File: src/rtl/cache_nway_pkg.sv
// Shared definitions for the N-way cache controller.
// Contents:
//   state_e         controller FSM states
//   calc_off_w      byte-offset width of a cache line
//   calc_tag_w      tag width left after index and offset
//   calc_sel_w      word-select width inside a line (at least 1 bit)
//   line_flags_t    {valid,dirty} flag pair that heads every tag entry
package cache_nway_pkg;

  typedef enum logic [2:0] {
    S_IDLE       = 3'd0,
    S_COMPARE    = 3'd1,
    S_WB_REQ     = 3'd2,
    S_WB_WAIT    = 3'd3,
    S_ALLOC_REQ  = 3'd4,
    S_ALLOC_WAIT = 3'd5
  } state_e;

  typedef struct packed {
    logic valid;
    logic dirty;
  } line_flags_t;

  function automatic int calc_off_w(input int line_words, input int data_w);
    return $clog2((line_words * data_w) / 8);
  endfunction

  function automatic int calc_tag_w(input int addr_w, input int sets,
                                    input int line_words, input int data_w);
    return addr_w - $clog2(sets) - calc_off_w(line_words, data_w);
  endfunction

  // A one-word line still needs a 1-bit select signal; it is forced to 0.
  function automatic int calc_sel_w(input int line_words);
    return (line_words > 1) ? $clog2(line_words) : 1;
  endfunction

endpackage

File: src/rtl/stat_counter_sat.sv
// 32-bit saturating event counter.
// Ports:
//   clk_i, rst_ni  clock, asynchronous active-low reset
//   inc_i          count one event this cycle
//   clr_i          synchronous clear; wins over inc_i
//   cnt_o          current count, sticks at 2^32-1
module stat_counter_sat (
  input  logic        clk_i,
  input  logic        rst_ni,
  input  logic        inc_i,
  input  logic        clr_i,
  output logic [31:0] cnt_o
);

  logic [31:0] r_cnt;
  logic [31:0] w_cnt_next;

  always_comb begin
    w_cnt_next = r_cnt;
    if (clr_i) begin
      w_cnt_next = '0;
    end else if (inc_i && (r_cnt != 32'hFFFF_FFFF)) begin
      w_cnt_next = r_cnt + 32'd1;
    end
  end

  always_ff @(posedge clk_i or negedge rst_ni) begin
    if (!rst_ni) begin
      r_cnt <= '0;
    end else begin
      r_cnt <= w_cnt_next;
    end
  end

  assign cnt_o = r_cnt;

endmodule

File: src/rtl/cache_ctrl_fsm_nway.sv
// Controller FSM for an N-way set-associative, write-back, write-allocate cache.
// Ports:
//   cpu_*        CPU load/store port; cpu_ready_o pulses once per request
//   tag_rd_i     per-way {valid,dirty,tag} of set arr_index_o (combinational)
//   data_rd_i    per-way line of set arr_index_o (combinational)
//   victim_way_i pLRU victim for arr_index_o
//   arr_*, tag_*, data_*  array write port
//   mem_req_*    line-wide memory request (valid/ready), mem_resp_* response
//   lru_*        touch pulse for the pLRU on a hit
//   clr_stats_i, no_*_o   statistics
//   dbg_state_o  current FSM state
// Handshake: a memory request transfers on a cycle where mem_req_valid_o and
// mem_req_ready_i are both 1; once raised, valid and all request fields hold
// until that cycle. mem_resp_valid_i is sampled only in the WAIT states.
module cache_ctrl_fsm_nway
  import cache_nway_pkg::*;
#(
  parameter int ADDR_W     = 32,
  parameter int DATA_W     = 32,
  parameter int LINE_WORDS = 4,
  parameter int SETS       = 64,
  parameter int WAYS       = 2,
  localparam int LINE_W    = LINE_WORDS * DATA_W,
  localparam int OFF_W     = calc_off_w(LINE_WORDS, DATA_W),
  localparam int IDX_W     = $clog2(SETS),
  localparam int TAG_W     = calc_tag_w(ADDR_W, SETS, LINE_WORDS, DATA_W),
  localparam int WAY_W     = $clog2(WAYS),
  localparam int TE_W      = TAG_W + 2
) (
  input  logic                   clk_i,
  input  logic                   rst_ni,
  input  logic                   cpu_valid_i,
  input  logic                   cpu_rw_i,
  input  logic [ADDR_W-1:0]      cpu_addr_i,
  input  logic [DATA_W-1:0]      cpu_wdata_i,
  output logic                   cpu_ready_o,
  output logic [DATA_W-1:0]      cpu_rdata_o,
  input  logic [WAYS*TE_W-1:0]   tag_rd_i,
  input  logic [WAYS*LINE_W-1:0] data_rd_i,
  input  logic [WAY_W-1:0]       victim_way_i,
  output logic [IDX_W-1:0]       arr_index_o,
  output logic [WAY_W-1:0]       arr_way_o,
  output logic                   tag_we_o,
  output logic [TE_W-1:0]        tag_wdata_o,
  output logic                   data_we_o,
  output logic [LINE_W-1:0]      data_wdata_o,
  output logic                   mem_req_valid_o,
  input  logic                   mem_req_ready_i,
  output logic                   mem_req_rw_o,
  output logic [ADDR_W-1:0]      mem_req_addr_o,
  output logic [LINE_W-1:0]      mem_req_data_o,
  input  logic                   mem_resp_valid_i,
  input  logic [LINE_W-1:0]      mem_resp_data_i,
  output logic                   lru_update_o,
  output logic [WAY_W-1:0]       lru_way_o,
  input  logic                   clr_stats_i,
  output logic [31:0]            no_acc_o,
  output logic [31:0]            no_hit_o,
  output logic [31:0]            no_miss_o,
  output logic [31:0]            no_wb_o,
  output state_e                 dbg_state_o
);

  localparam int BYTE_W = $clog2(DATA_W / 8);
  localparam int SEL_W  = calc_sel_w(LINE_WORDS);

  typedef struct packed {
    line_flags_t      flags;
    logic [TAG_W-1:0] tag;
  } tag_entry_t;

  state_e             r_state, w_next;
  logic [ADDR_W-1:0]  r_addr;
  logic               r_rw;
  logic [DATA_W-1:0]  r_wdata;
  logic               r_miss_seen;
  logic [WAY_W-1:0]   r_victim;

  tag_entry_t         w_entry [WAYS];
  logic [TAG_W-1:0]   w_req_tag;
  logic [SEL_W-1:0]   w_word_sel;
  logic               w_hit, w_has_inv;
  logic [WAY_W-1:0]   w_hit_way, w_inv_way, w_victim_sel;
  logic [LINE_W-1:0]  w_hit_line, w_merged_line, w_victim_line;
  tag_entry_t         w_victim_entry;
  logic               w_acc_inc, w_hit_inc, w_miss_inc, w_wb_inc;
  logic               w_unused_bits;

  // Index comes straight from the CPU while idle so the arrays are already
  // read for the latched address when COMPARE starts.
  assign arr_index_o = (r_state == S_IDLE) ? cpu_addr_i[OFF_W +: IDX_W]
                                           : r_addr[OFF_W +: IDX_W];
  assign w_req_tag   = r_addr[ADDR_W-1 -: TAG_W];
  assign w_word_sel  = (LINE_WORDS > 1) ? r_addr[BYTE_W +: SEL_W] : '0;
  assign w_unused_bits = ^r_addr[BYTE_W-1:0];

  for (genvar g = 0; g < WAYS; g++) begin : g_entry
    assign w_entry[g] = tag_entry_t'(tag_rd_i[g*TE_W +: TE_W]);
  end

  // Lowest matching way wins; lowest invalid way is the preferred victim.
  always_comb begin
    w_hit     = 1'b0;
    w_hit_way = '0;
    w_has_inv = 1'b0;
    w_inv_way = '0;
    for (int w = 0; w < WAYS; w++) begin
      if (!w_hit && w_entry[w].flags.valid && (w_entry[w].tag == w_req_tag)) begin
        w_hit     = 1'b1;
        w_hit_way = WAY_W'(w);
      end
      if (!w_has_inv && !w_entry[w].flags.valid) begin
        w_has_inv = 1'b1;
        w_inv_way = WAY_W'(w);
      end
    end
  end

  assign w_victim_sel   = w_has_inv ? w_inv_way : victim_way_i;
  assign w_hit_line     = data_rd_i[w_hit_way*LINE_W +: LINE_W];
  assign w_victim_line  = data_rd_i[r_victim*LINE_W +: LINE_W];
  assign w_victim_entry = w_entry[r_victim];

  always_comb begin
    w_merged_line = w_hit_line;
    w_merged_line[w_word_sel*DATA_W +: DATA_W] = r_wdata;
  end

  always_comb begin
    w_next          = r_state;
    cpu_ready_o     = 1'b0;
    cpu_rdata_o     = '0;
    lru_update_o    = 1'b0;
    lru_way_o       = '0;
    arr_way_o       = '0;
    tag_we_o        = 1'b0;
    tag_wdata_o     = '0;
    data_we_o       = 1'b0;
    data_wdata_o    = '0;
    mem_req_valid_o = 1'b0;
    mem_req_rw_o    = 1'b0;
    mem_req_addr_o  = '0;
    mem_req_data_o  = '0;
    w_acc_inc       = 1'b0;
    w_hit_inc       = 1'b0;
    w_miss_inc      = 1'b0;
    w_wb_inc        = 1'b0;
    case (r_state)
      S_IDLE: begin
        if (cpu_valid_i) begin
          w_acc_inc = 1'b1;
          w_next    = S_COMPARE;
        end
      end
      S_COMPARE: begin
        if (w_hit) begin
          cpu_ready_o  = 1'b1;
          cpu_rdata_o  = w_hit_line[w_word_sel*DATA_W +: DATA_W];
          lru_update_o = 1'b1;
          lru_way_o    = w_hit_way;
          if (r_rw) begin
            arr_way_o    = w_hit_way;
            data_we_o    = 1'b1;
            data_wdata_o = w_merged_line;
            tag_we_o     = 1'b1;
            tag_wdata_o  = {1'b1, 1'b1, w_req_tag};
          end
          // A retry after a refill was already counted as a miss.
          w_hit_inc = !r_miss_seen;
          w_next    = S_IDLE;
        end else begin
          w_miss_inc = !r_miss_seen;
          if (w_entry[w_victim_sel].flags.valid && w_entry[w_victim_sel].flags.dirty) begin
            w_next = S_WB_REQ;
          end else begin
            w_next = S_ALLOC_REQ;
          end
        end
      end
      S_WB_REQ: begin
        mem_req_valid_o = 1'b1;
        mem_req_rw_o    = 1'b1;
        mem_req_addr_o  = {w_victim_entry.tag, r_addr[OFF_W +: IDX_W], {OFF_W{1'b0}}};
        mem_req_data_o  = w_victim_line;
        if (mem_req_ready_i) begin
          w_wb_inc = 1'b1;
          w_next   = S_WB_WAIT;
        end
      end
      S_WB_WAIT: begin
        if (mem_resp_valid_i) w_next = S_ALLOC_REQ;
      end
      S_ALLOC_REQ: begin
        mem_req_valid_o = 1'b1;
        mem_req_addr_o  = {r_addr[ADDR_W-1:OFF_W], {OFF_W{1'b0}}};
        if (mem_req_ready_i) w_next = S_ALLOC_WAIT;
      end
      S_ALLOC_WAIT: begin
        if (mem_resp_valid_i) begin
          arr_way_o    = r_victim;
          data_we_o    = 1'b1;
          data_wdata_o = mem_resp_data_i;
          tag_we_o     = 1'b1;
          tag_wdata_o  = {1'b1, 1'b0, w_req_tag};
          w_next       = S_COMPARE;
        end
      end
      default: w_next = S_IDLE;
    endcase
  end

  always_ff @(posedge clk_i or negedge rst_ni) begin
    if (!rst_ni) begin
      r_state     <= S_IDLE;
      r_addr      <= '0;
      r_rw        <= 1'b0;
      r_wdata     <= '0;
      r_miss_seen <= 1'b0;
      r_victim    <= '0;
    end else begin
      r_state <= w_next;
      if (r_state == S_IDLE && cpu_valid_i) begin
        r_addr      <= cpu_addr_i;
        r_rw        <= cpu_rw_i;
        r_wdata     <= cpu_wdata_i;
        r_miss_seen <= 1'b0;
      end
      if (r_state == S_COMPARE && !w_hit) begin
        r_miss_seen <= 1'b1;
        r_victim    <= w_victim_sel;
      end
    end
  end

  assign dbg_state_o = r_state;

  stat_counter_sat u_cnt_acc (
    .clk_i(clk_i), .rst_ni(rst_ni), .inc_i(w_acc_inc), .clr_i(clr_stats_i), .cnt_o(no_acc_o)
  );
  stat_counter_sat u_cnt_hit (
    .clk_i(clk_i), .rst_ni(rst_ni), .inc_i(w_hit_inc), .clr_i(clr_stats_i), .cnt_o(no_hit_o)
  );
  stat_counter_sat u_cnt_miss (
    .clk_i(clk_i), .rst_ni(rst_ni), .inc_i(w_miss_inc), .clr_i(clr_stats_i), .cnt_o(no_miss_o)
  );
  stat_counter_sat u_cnt_wb (
    .clk_i(clk_i), .rst_ni(rst_ni), .inc_i(w_wb_inc), .clr_i(clr_stats_i), .cnt_o(no_wb_o)
  );

endmodule

File: config.mk
export PLATFORM = sky130hd
export DESIGN_NAME = cache_ctrl_fsm_nway
export DESIGN_NICKNAME = d
export VERILOG_FILES = /design/src/rtl/cache_nway_pkg.sv /design/src/rtl/stat_counter_sat.sv /design/src/rtl/cache_ctrl_fsm_nway.sv
export SDC_FILE = /design/constraint.sdc
export NUM_CORES = 1
export LEC_CHECK = 0
export BUFFER_PORTS_ARGS = -buffer_cell sky130_fd_sc_hd__buf_4
export CORE_AREA = 3 3 390 392
export CTS_CLUSTER_DIAMETER = 100
export DETAILED_ROUTE_END_ITERATION = 16
export DIE_AREA = 0 0 393 395
export GPL_TIMING_DRIVEN = 0
export SETUP_SLACK_MARGIN = 0.3
export SYNTH_ARGS = -nofsm -noshare
export SYNTH_HDL_FRONTEND = slang
export SYNTH_SLANG_ARGS = --single-unit
File: constraint.sdc
create_clock -name clk_i -period 2.7 [get_ports clk_i]
set_clock_uncertainty 0.2 [all_clocks]
set_input_delay 0.27 -clock clk_i [delete_from_list [all_inputs] [get_ports clk_i]]
set_output_delay 0.27 -clock clk_i [all_outputs]
set_load 0.01 [all_outputs]
Word-level counts from Yosys, hierarchy flattened
Index checks and enable logic that the tools add are counted.

word-level totals
  flip-flop bits (word level) = 198
  output and inout port bits = 489
  bits of input ports = 504
  word-level logic and storage cells = 130

operators by class
  add/subtract/negate cells = 5
  bitwise logic cells = 2
  reductions and logical operators = 23
  equality and inequality tests = 16
  mux-type cells = 67
  shift-type cells = 5
  magnitude comparators = 2

operators by type and width
  cell                                                                       number
  128-bit two-way mux                                                        4
  256-bit by 9-bit indexed part select with 128-bit output                   2
  32-bit two-way mux                                                         10
  128-bit one-hot mux with 2 select lines                                    1
  24-bit two-way mux                                                         6
  32-bit by 1-bit adder with 32-bit output, second input constant            4
  128-bit bitwise mux                                                        1
  32-bit inequality test, second input constant                              4
  32-bit by 34-bit variable shift with 128-bit output, first input constant  1
  128-bit by 8-bit indexed part select with 32-bit output                    1
  32-bit by 34-bit indexed part select with 128-bit output                   1
  22-bit two-way mux                                                         3
  32-bit one-hot mux with 2 select lines                                     1
  24-bit one-hot mux with 2 select lines                                     1
  22-bit == test                                                             2
  7-bit negation with 34-bit output                                          1
  1-bit two-way mux                                                          29
  3-bit two-way mux                                                          7
  3-bit one-hot mux with 6 select lines                                      1
  1-bit logical AND                                                          11
  2-bit inequality test, second input constant                               5
  2-bit nonzero test                                                         5
  3-bit by 2-bit == test with 1-bit output, second input constant            2
  3-bit == test, second input constant                                       2
  other kinds (9)                                                            15

Logic depth before layout (Yosys ltp)
Gate-level depths: netlist of run 1.

  depth in word-level cells = 12
  gate-level depth with buffers = 11

By module
A second synthesis of run 1 with hierarchy kept.

second synthesis, totals
  cells, all modules = 2,355
  area, all modules = 20,023.0 um^2

by module, submodules not included
  module                             cells each  sequential area each (um^2)  instances  area an instance (um^2)
  cache_ctrl_fsm_nway                1,582       1,701.6                      1          12,759.7
  stat_counter_sat at u_cnt_acc ...  194         800.8                        3          1,810.5
  stat_counter_sat at u_cnt_wb       191         800.8                        1          1,831.8

Worst setup path after synthesis of run 1
OpenSTA, ideal clock, no wires.

  path kind = register to output
  start point = register r_addr[14]
  end point = output cpu_rdata_o[23]
  path slack = -353 ps
  cell stages (with the launch flop) = 10
  data required time = 2,230 ps
  arrival time = 2,583 ps
  path buffers = 2
  cells stage by stage = dfrtp_1 xnor2_1 nand2_1 or3b_1 or3_1 buf_2 a21oi_2 clkbuf_1 o21ai_0 a221oi_1

between the ends
  cells in the longest elaborated chain, start to end = 11

ends and longest elaborated chain
  what                                                      line                        text
  from (decl)                                               cache_ctrl_fsm_nway.sv:73   logic [ADDR_W-1:0] r_addr;
  from (signal assigned)                                    cache_ctrl_fsm_nway.sv:223  r_addr <= cpu_addr_i;
  22-bit == test                                            cache_ctrl_fsm_nway.sv:108  if (!w_hit && w_entry[w].flags.valid && (w_entry[w].tag == w_req_tag)) begin
  1-bit logical AND                                         cache_ctrl_fsm_nway.sv:108
  1-bit two-way mux                                         cache_ctrl_fsm_nway.sv:108
  1-bit logical NOT                                         cache_ctrl_fsm_nway.sv:108
  1-bit logical AND (2 in a row)                            cache_ctrl_fsm_nway.sv:108
  1-bit two-way mux                                         cache_ctrl_fsm_nway.sv:108
  256-bit by 9-bit indexed part select with 128-bit output  cache_ctrl_fsm_nway.sv:120  assign w_hit_line = data_rd_i[w_hit_way*LINE_W +: LINE_W];
  128-bit by 8-bit indexed part select with 32-bit output   cache_ctrl_fsm_nway.sv:158  cpu_rdata_o = w_hit_line[w_word_sel*DATA_W +: DATA_W];
  32-bit two-way mux (*)                                    cache_ctrl_fsm_nway.sv:156  if (w_hit) begin
  32-bit two-way mux (*)                                    cache_ctrl_fsm_nway.sv:148  case (r_state)
  to (decl)                                                 cache_ctrl_fsm_nway.sv:37   output logic [DATA_W-1:0] cpu_rdata_o,

Mark *: on every way between the ends. The rest lies on a longest branch, timed or not.

Worst setup path after layout of run 1
  start point = register r_addr[2]
  end point = output cpu_rdata_o[9]

between the ends
  cells in the longest elaborated chain, start to end = 3

ends and longest elaborated chain
  what                                                     line
  128-bit by 8-bit indexed part select with 32-bit output  cache_ctrl_fsm_nway.sv:158
  32-bit two-way mux                                       cache_ctrl_fsm_nway.sv:156
  32-bit two-way mux                                       cache_ctrl_fsm_nway.sv:148

No other way between the ends.

==> results of run 1 <==
[sequential cells by signal (all words and copies together), names as in the netlist]
signal and cells:
u_cnt_miss.cnt_o 32, r_wdata 32, u_cnt_wb.cnt_o 32, r_victim 1
r_rw 1, u_cnt_hit.cnt_o 32, u_cnt_acc.cnt_o 32, dbg_state_o 3
r_addr 30, r_miss_seen 1
[layout by cell type (no fill, tap or decap), types with 20 or more instances in the layout]
cell type,count
buf_6,179
o21ai_1,61
nor2b_4,21
xor2_1,52
dfrtp_2,23
buf_16,26
mux2i_1,165
nand4_1,47
dfrtp_1,173
o21ai_0,54
mux2i_2,34
buf_4,1003
buf_8,20
nor2_1,228
clkbuf_16,58
nand3_2,30
a22oi_2,79
a21oi_1,29
dlygate4sd3_1,68
nor2_4,24
o21ai_2,38
buf_12,52
xnor2_1,54
nand3_1,46
inv_1,26
clkbuf_1,45
and3_1,25
nand2_1,332
or3_1,21
mux2_2,49
nor3_1,45
mux2i_4,81
o21ai_4,31
nor2b_1,22
diode_2,34
[worst reg2reg max path: cells and delay by family, from the launching register on]
family | cells | cell delay [ns]
AOI/OAI and AO/OA | 3 | 0.56
buffers and inverters | 6 | 0.84
and+or+nand+nor | 2 | 0.75
DFF | 1 | 0.54
xor gates and xnor gates | 1 | 0.26
[power breakdown]
| part | switching, mW | leakage [nW] | internal, mW |
|---|---|---|---|
| logic | 7.32 | 13.0 | 5.08 |
| registers | 1.62 | 2.61 | 3.42 |
| clock network | 1.61 | 0.299 | 1.27 |
[kinds of logic after synthesis]
kind of cell / synth area share
mux: 0.207
other cells: 0.000213
flops: 0.279
simple gates: 0.260
xor+xnor: 0.0633
fa+ha+maj: 0.00641
compound gates: 0.136
buf+inv: 0.0487
[repair_timing]
item                                   in CTS  in global routing
endpoints found under the hold margin     265                  0
pin swaps                                  59                 67
hold buffers                               68                  0
setup endpoints to repair                 549                549
resized for setup                         809                418
buffers inserted                          133                 88
gates cloned                               24                  8
[cell type report]
| cell class | count | area, um2 |
|---|---|---|
| fillers | 16172 | 112000 |
| multi-input cells | 1845 | 15500 |
| repair buffers | 1310 | 11700 |
| flip-flops and latches | 196 | 4930 |
| well taps | 1944 | 2430 |
| plain buffers | 166 | 2100 |
| clock buffers | 17 | 425 |
| clock inverters | 15 | 193 |
| inverters | 29 | 125 |
| diodes | 34 | 85.1 |
[stage by stage]
step	total power [mW]	std cells	instance area (um2)	worst slack [ns]
finish	20.3	5556	37500	-1.50
global placement	14.3	5166	28200	-2.88
floorplan	8.30	2236	18300	-0.222
detailed placement	14.3	5170	28300	-2.74
CTS	19.3	5427	35100	-1.53
global route	20.9	5543	37500	-1.59
[routing by layer]
layer	wire length [um]	share of wire	track usage	up-vias
li1	-	-	-	10668
met1	76000	0.38	0.284	12660
met2	93900	0.46	0.405	1540
met3	16500	0.082	0.0647	390
met4	15700	0.077	0.157	10
met5	81	0.00040	0	-
[worst min path at each step]
stage | to | slack, ns | cells past startpoint | from
2_1_floorplan | dbg_state_o[0] | -0.23 | 0 | rst_ni
3_3_place_gp | r_addr[23] | 0.26 | 3 | cpu_addr_i[23]
3_5_place_dp | r_addr[5] | 0.05 | 1 | rst_ni
4_1_cts | r_victim | 0.01 | 2 | rst_ni
5_1_grt | r_addr[7] | 0.08 | 2 | rst_ni
6_report | r_victim | 0.07 | 3 | tag_rd_i[23]
==> impl_metrics.env, run 1 <==
export IMPL_cp_startpoint="r_addr[2]"
export IMPL_synth_most_common_cell="nand2_1"
export IMPL_crit_end="cpu_rdata_o[9]"
export IMPL_reg2reg_slack_ns=-0.55
export IMPL_rsz0062_at_grt="true"
export IMPL_finalHoldViolCount=0
export IMPL_timing_final_ws_setup_ns=-1.50
export IMPL_synth_common_cells="nand2_1 (337), mux2i_1 (280), nor2_1 (259)"
export IMPL_clkSinkCount=196
export IMPL_synth_top_area_frac=0.279
export IMPL_ys_ff_latch=196
export IMPL_ys_warn_count=0
export IMPL_crit_cells=6
export IMPL_wl_per_cell_um=36.4
export IMPL_io_pins=993
export IMPL_ant_nets=0
export IMPL_drc=0
export IMPL_p_leak_nw=15.9
export IMPL_p_per_area_nw_per_um2=542
export IMPL_start_util=0.118
export IMPL_synth_area_leaders="dfrtp_1 (28%), mux2i_1 (16%), nand2_1 (7.2%)"
export IMPL_required_ns=2.23
export IMPL_antenna_found_initial=45
export IMPL_cts_tree="done"
export IMPL_seq_area_frac_synth=0.279
export IMPL_numPortBuffers=986
export IMPL_die_area_um2=155000
export IMPL_async_flop_share=1.00
export IMPL_rows=142
export IMPL_crit_family="buffers and inverters"
export IMPL_cp_end_kind="output port"
export IMPL_place_congestion=1.00
export IMPL_final_core_util=0.251
export IMPL_violations="max-capacitance violations, max-slew violations, negative setup slack"
export IMPL_relSlewSlack=-0.0447
export IMPL_synth_top_area_cell="dfrtp_1"
export IMPL_dr_first_iter_drc_count=2122
export IMPL_final_setup_tns_ns=-311.68
export IMPL_cts_root_buf="clkbuf_16"
export IMPL_synth_edf_count=0
export IMPL_syn_area_um2=17600
export IMPL_grt_usage=0.247
export IMPL_hold_worst_slack_ns=0.0740
export IMPL_grt_overflow_total=0
export IMPL_cts_max_level=4
export IMPL_r2r_start="r_addr[27]"
export IMPL_cp_arrival_ns=3.73
export IMPL_hold_path_class="primary input to flop"
export IMPL_crit_buf_inv=3
export IMPL_synth_main_ff_cell="dfrtp_1"
export IMPL_syn_inst=2233
export IMPL_core_area_um2=149000
export IMPL_cts_buffers=17
export IMPL_dr_pass1_iters=6
export IMPL_cp_slowest_cell="clkbuf_1"
export IMPL_post_route_min_period_ns=4.20
export IMPL_routed_via_density=4.55
export IMPL_outcome="complete, but fails checks"
export IMPL_layout_drive_gt1_share=0.548
export IMPL_cp_start_kind="flop"
export IMPL_die_h_um=395
export IMPL_cts_path_max_buffers=2
export IMPL_crit_chain="clkinv_1 > nand2_1 > clkbuf_1 > o21ai_0 > a221oi_4 > buf_6"
export IMPL_final_nets=4078
export IMPL_cpPeakStageDelay_ns=0.84
export IMPL_synth_cell_types=63
export IMPL_maxCapViolCount=1
export IMPL_cp_max_fo=10
export IMPL_peakVddDrop_v=0.000528
export IMPL_worst_pin_slew_ns=1.57
export IMPL_final_setup_viol_count=402
export IMPL_clk_pin_slew_worst_paths_ns=0.09
export IMPL_die_w_um=393
export IMPL_grt_max_degree=84
export IMPL_period_share=1.55
export IMPL_syn_avg_cell_area_um2=7.87
export IMPL_wl_um=202000
export IMPL_vias=25268
export IMPL_grt_pass1_wl_um=252000
export IMPL_area_delta_synth_final_pct=114
export IMPL_fmax_ghz=0.238
export IMPL_critical_path_class="flop to output port"
export IMPL_drv_slew=11
export IMPL_hpwl_um=165000
export IMPL_r2r_end="u_cnt_hit.cnt_o[26]"
export IMPL_grt_pass1_vias=24619
export IMPL_reg2reg_depth=12
export IMPL_clock_latency_ns=0.54
Power figures use the tool's default switching activity.
==> run 2: changes to the inputs <==
- SETUP_SLACK_MARGIN: 0.3 -> unset
==> run 2 against run 1 <==
The run ends with negative setup slack left. Sequential cell count is the same. Register-to-register slack is essentially flat. Hold slack lost 0.0099 ns. Total power shrank 1.5%. Via count shrank 1.8%. Critical path type unchanged. Clock-buffer cell count grew 1. First-iteration DRC count shrank 6.2%. Non-clock buffer count shrank 28. Final cell count shrank 0.54%. Largest power group unchanged.
==> impl_metrics.env, run 2 (same netlist as run 1, synthesis figures left out) <==
export IMPL_postLayoutCellArea_um2=37100
export IMPL_cp_max_fo=5
export IMPL_r2r_end="u_cnt_hit.cnt_o[20]"
export IMPL_crit_chain="xnor2_2 > nand4_1 > or4_4 > a211oi_4 > buf_6 > buf_6 > buf_8 > buf_12 > mux2i_2 > mux2_2 > a221oi_2 > buf_4"
export IMPL_die_area_um2=155000
export IMPL_reg2reg_slack_ns=-0.56
export IMPL_reg2reg_depth=8
export IMPL_relSlewSlack=0.0919
export IMPL_hold_start="tag_rd_i[23]"
export IMPL_vias=24819
export IMPL_cts_buffers=17
export IMPL_outcome="complete, but fails checks"
export IMPL_clock_latency_ns=0.55
export IMPL_dr_first_iter_drc_count=1991
export IMPL_stdcell_count=5526
export IMPL_violations="negative setup slack"
export IMPL_grt_pass1_vias=24846
export IMPL_pre_cts_slack_ns=-2.59
export IMPL_crit_buf_inv=5
export IMPL_p_leak_nw=15.7
export IMPL_die_h_um=395
export IMPL_wl_um=200000
export IMPL_finalHoldViolCount=0
export IMPL_post_route_min_period_ns=4.27
export IMPL_critical_path_class="flop to output port"
export IMPL_drc=0
export IMPL_routed_via_density=4.49
export IMPL_numPortBuffers=986
export IMPL_whs_path_depth=4
export IMPL_rsz0062_at_grt="true"
export IMPL_final_setup_viol_count=444
export IMPL_grt_overflow_total=0
export IMPL_clk_pin_slew_worst_paths_ns=0.09
export IMPL_clkSinkCount=196
export IMPL_crit_family="buffers and inverters"
export IMPL_cts_path_max_buffers=2
export IMPL_worst_pin_slew_ns=1.36
export IMPL_required_ns=2.23
export IMPL_place_congestion=1.01
export IMPL_path_common_cell="buf_6"
export IMPL_die_w_um=393
export IMPL_wl_per_cell_um=36.2
export IMPL_rows=142
export IMPL_cts_tree="done"
export IMPL_layout_drive_gt1_share=0.530
export IMPL_final_cell_mix="buf_4 (936), nand2_1 (335), nor2_1 (225), buf_6 (206), dfrtp_1 (173)"
export IMPL_cp_arrival_ns=3.80
export IMPL_ant_nets=0
export IMPL_drv_slew=0
export IMPL_antenna_found_initial=50
export IMPL_cts_max_level=4
export IMPL_hpwl_um=164000
export IMPL_core_area_um2=149000
export IMPL_grt_usage=0.245
export IMPL_final_nets=4049
export IMPL_grt_pass1_wl_um=250000
export IMPL_cts_root_buf="clkbuf_16"
export IMPL_fmax_ghz=0.234
export IMPL_p_per_area_nw_per_um2=540
export IMPL_grt_max_degree=82
export IMPL_hold_path_class="primary input to flop"
export IMPL_timing_final_ws_setup_ns=-1.57
export IMPL_peakVddDrop_v=0.000633
export IMPL_maxCapViolCount=0
export IMPL_cp_start_kind="flop"
export IMPL_start_util=0.118
export IMPL_dr_pass1_iters=5
export IMPL_area_delta_synth_final_pct=111
export IMPL_r2r_start="dbg_state_o[2]"
export IMPL_placedCellCount=5170
export IMPL_cp_end_kind="output port"
export IMPL_hold_path_end="dbg_state_o[1]"
export IMPL_layout_commonest_cell="buf_4"
export IMPL_period_share=1.58
export IMPL_cpPeakStageDelay_ns=0.47
export IMPL_postPlaceCellArea_um2=28100
export IMPL_io_pins=993
export IMPL_cp_slowest_cell="dfrtp_2"
run 2: cell types whose count changed in the layout (fill, tap and decap cells not counted), sizes merged:
cell / change
o21ai: -1
clkbuf: -8
dlygate4sd3: +2
inv: -2
clkinv: -3
buf: -21
clkinvlp: +3
run 2: worst max-delay path by stage:
stage / from / end / slack [ns] / depth (start not counted)
5_1_grt: r_addr[31] / cpu_rdata_o[21] / -1.66 / 13
4_1_cts: r_addr[23] / cpu_rdata_o[26] / -1.66 / 14
2_1_floorplan: r_addr[14] / data_wdata_o[105] / -0.22 / 9
6_report: r_addr[31] / cpu_rdata_o[14] / -1.57 / 12
3_3_place_gp: dbg_state_o[0] / data_wdata_o[115] / -2.70 / 8
3_5_place_dp: r_addr[31] / data_wdata_o[115] / -2.59 / 10
run 2: per-layer routing:
metal  global-route usage  part of all wire  vias up
li1                     -                 -    10586
met1                0.274              0.37    12429
met2                0.404              0.47     1424
met3               0.0814             0.091      356
met4                0.146             0.073       24
met5                    0           0.00074        -
run 2: cell type report:
class / count / area (um2)
fill: 16218 / 112000
multi-input combinational: 1844 / 15400
timing repair buffer: 1295 / 11900
sequential: 196 / 4940
tap: 1944 / 2430
buffer: 153 / 1580
clock buffer: 18 / 439
clock inverter: 13 / 141
inverter: 29 / 121
antenna: 34 / 85.1
run 2: report_power, final:
group | switching [mW] | internal [mW] | leakage, nW
sequential | 1.47 | 3.43 | 2.61
clock | 1.56 | 1.25 | 0.283
combinational | 7.20 | 5.11 | 12.8
total | 10.2 | 9.79 | 15.7
run 2: stage by stage:
| step | power (mW) | hold WS [ns] | util | setup TNS (ns) |
|---|---|---|---|---|
| 6_report | 20.0 | 0.0641 | 0.248 | -309.74 |
| 5_1_grt | 20.7 | 0.0628 | 0.248 | -368.09 |
| 3_3_place_gp | 14.0 | 0.264 | 0.188 | -912.15 |
| 3_5_place_dp | 14.1 | -0.00635 | 0.188 | -752.08 |
| 2_1_floorplan | 8.25 | -0.226 | - | -21.38 |
| 4_1_cts | 19.0 | 0.0110 | 0.234 | -390.21 |
run 2: worst min-delay path: stages:
cell	delay [ns]
buf_4	0.16
nand3_1	0.14
or4b_2	0.14
a21oi_1	0.06
run 2: repair_timing:
action	4_1_cts	5_1_grt
pin swaps	61	93
gates resized for setup	834	401
setup buffers	154	71
endpoints found under the setup margin	549	473
hold buffers	71	0
gates cloned	17	7
hold endpoints to repair	194	0
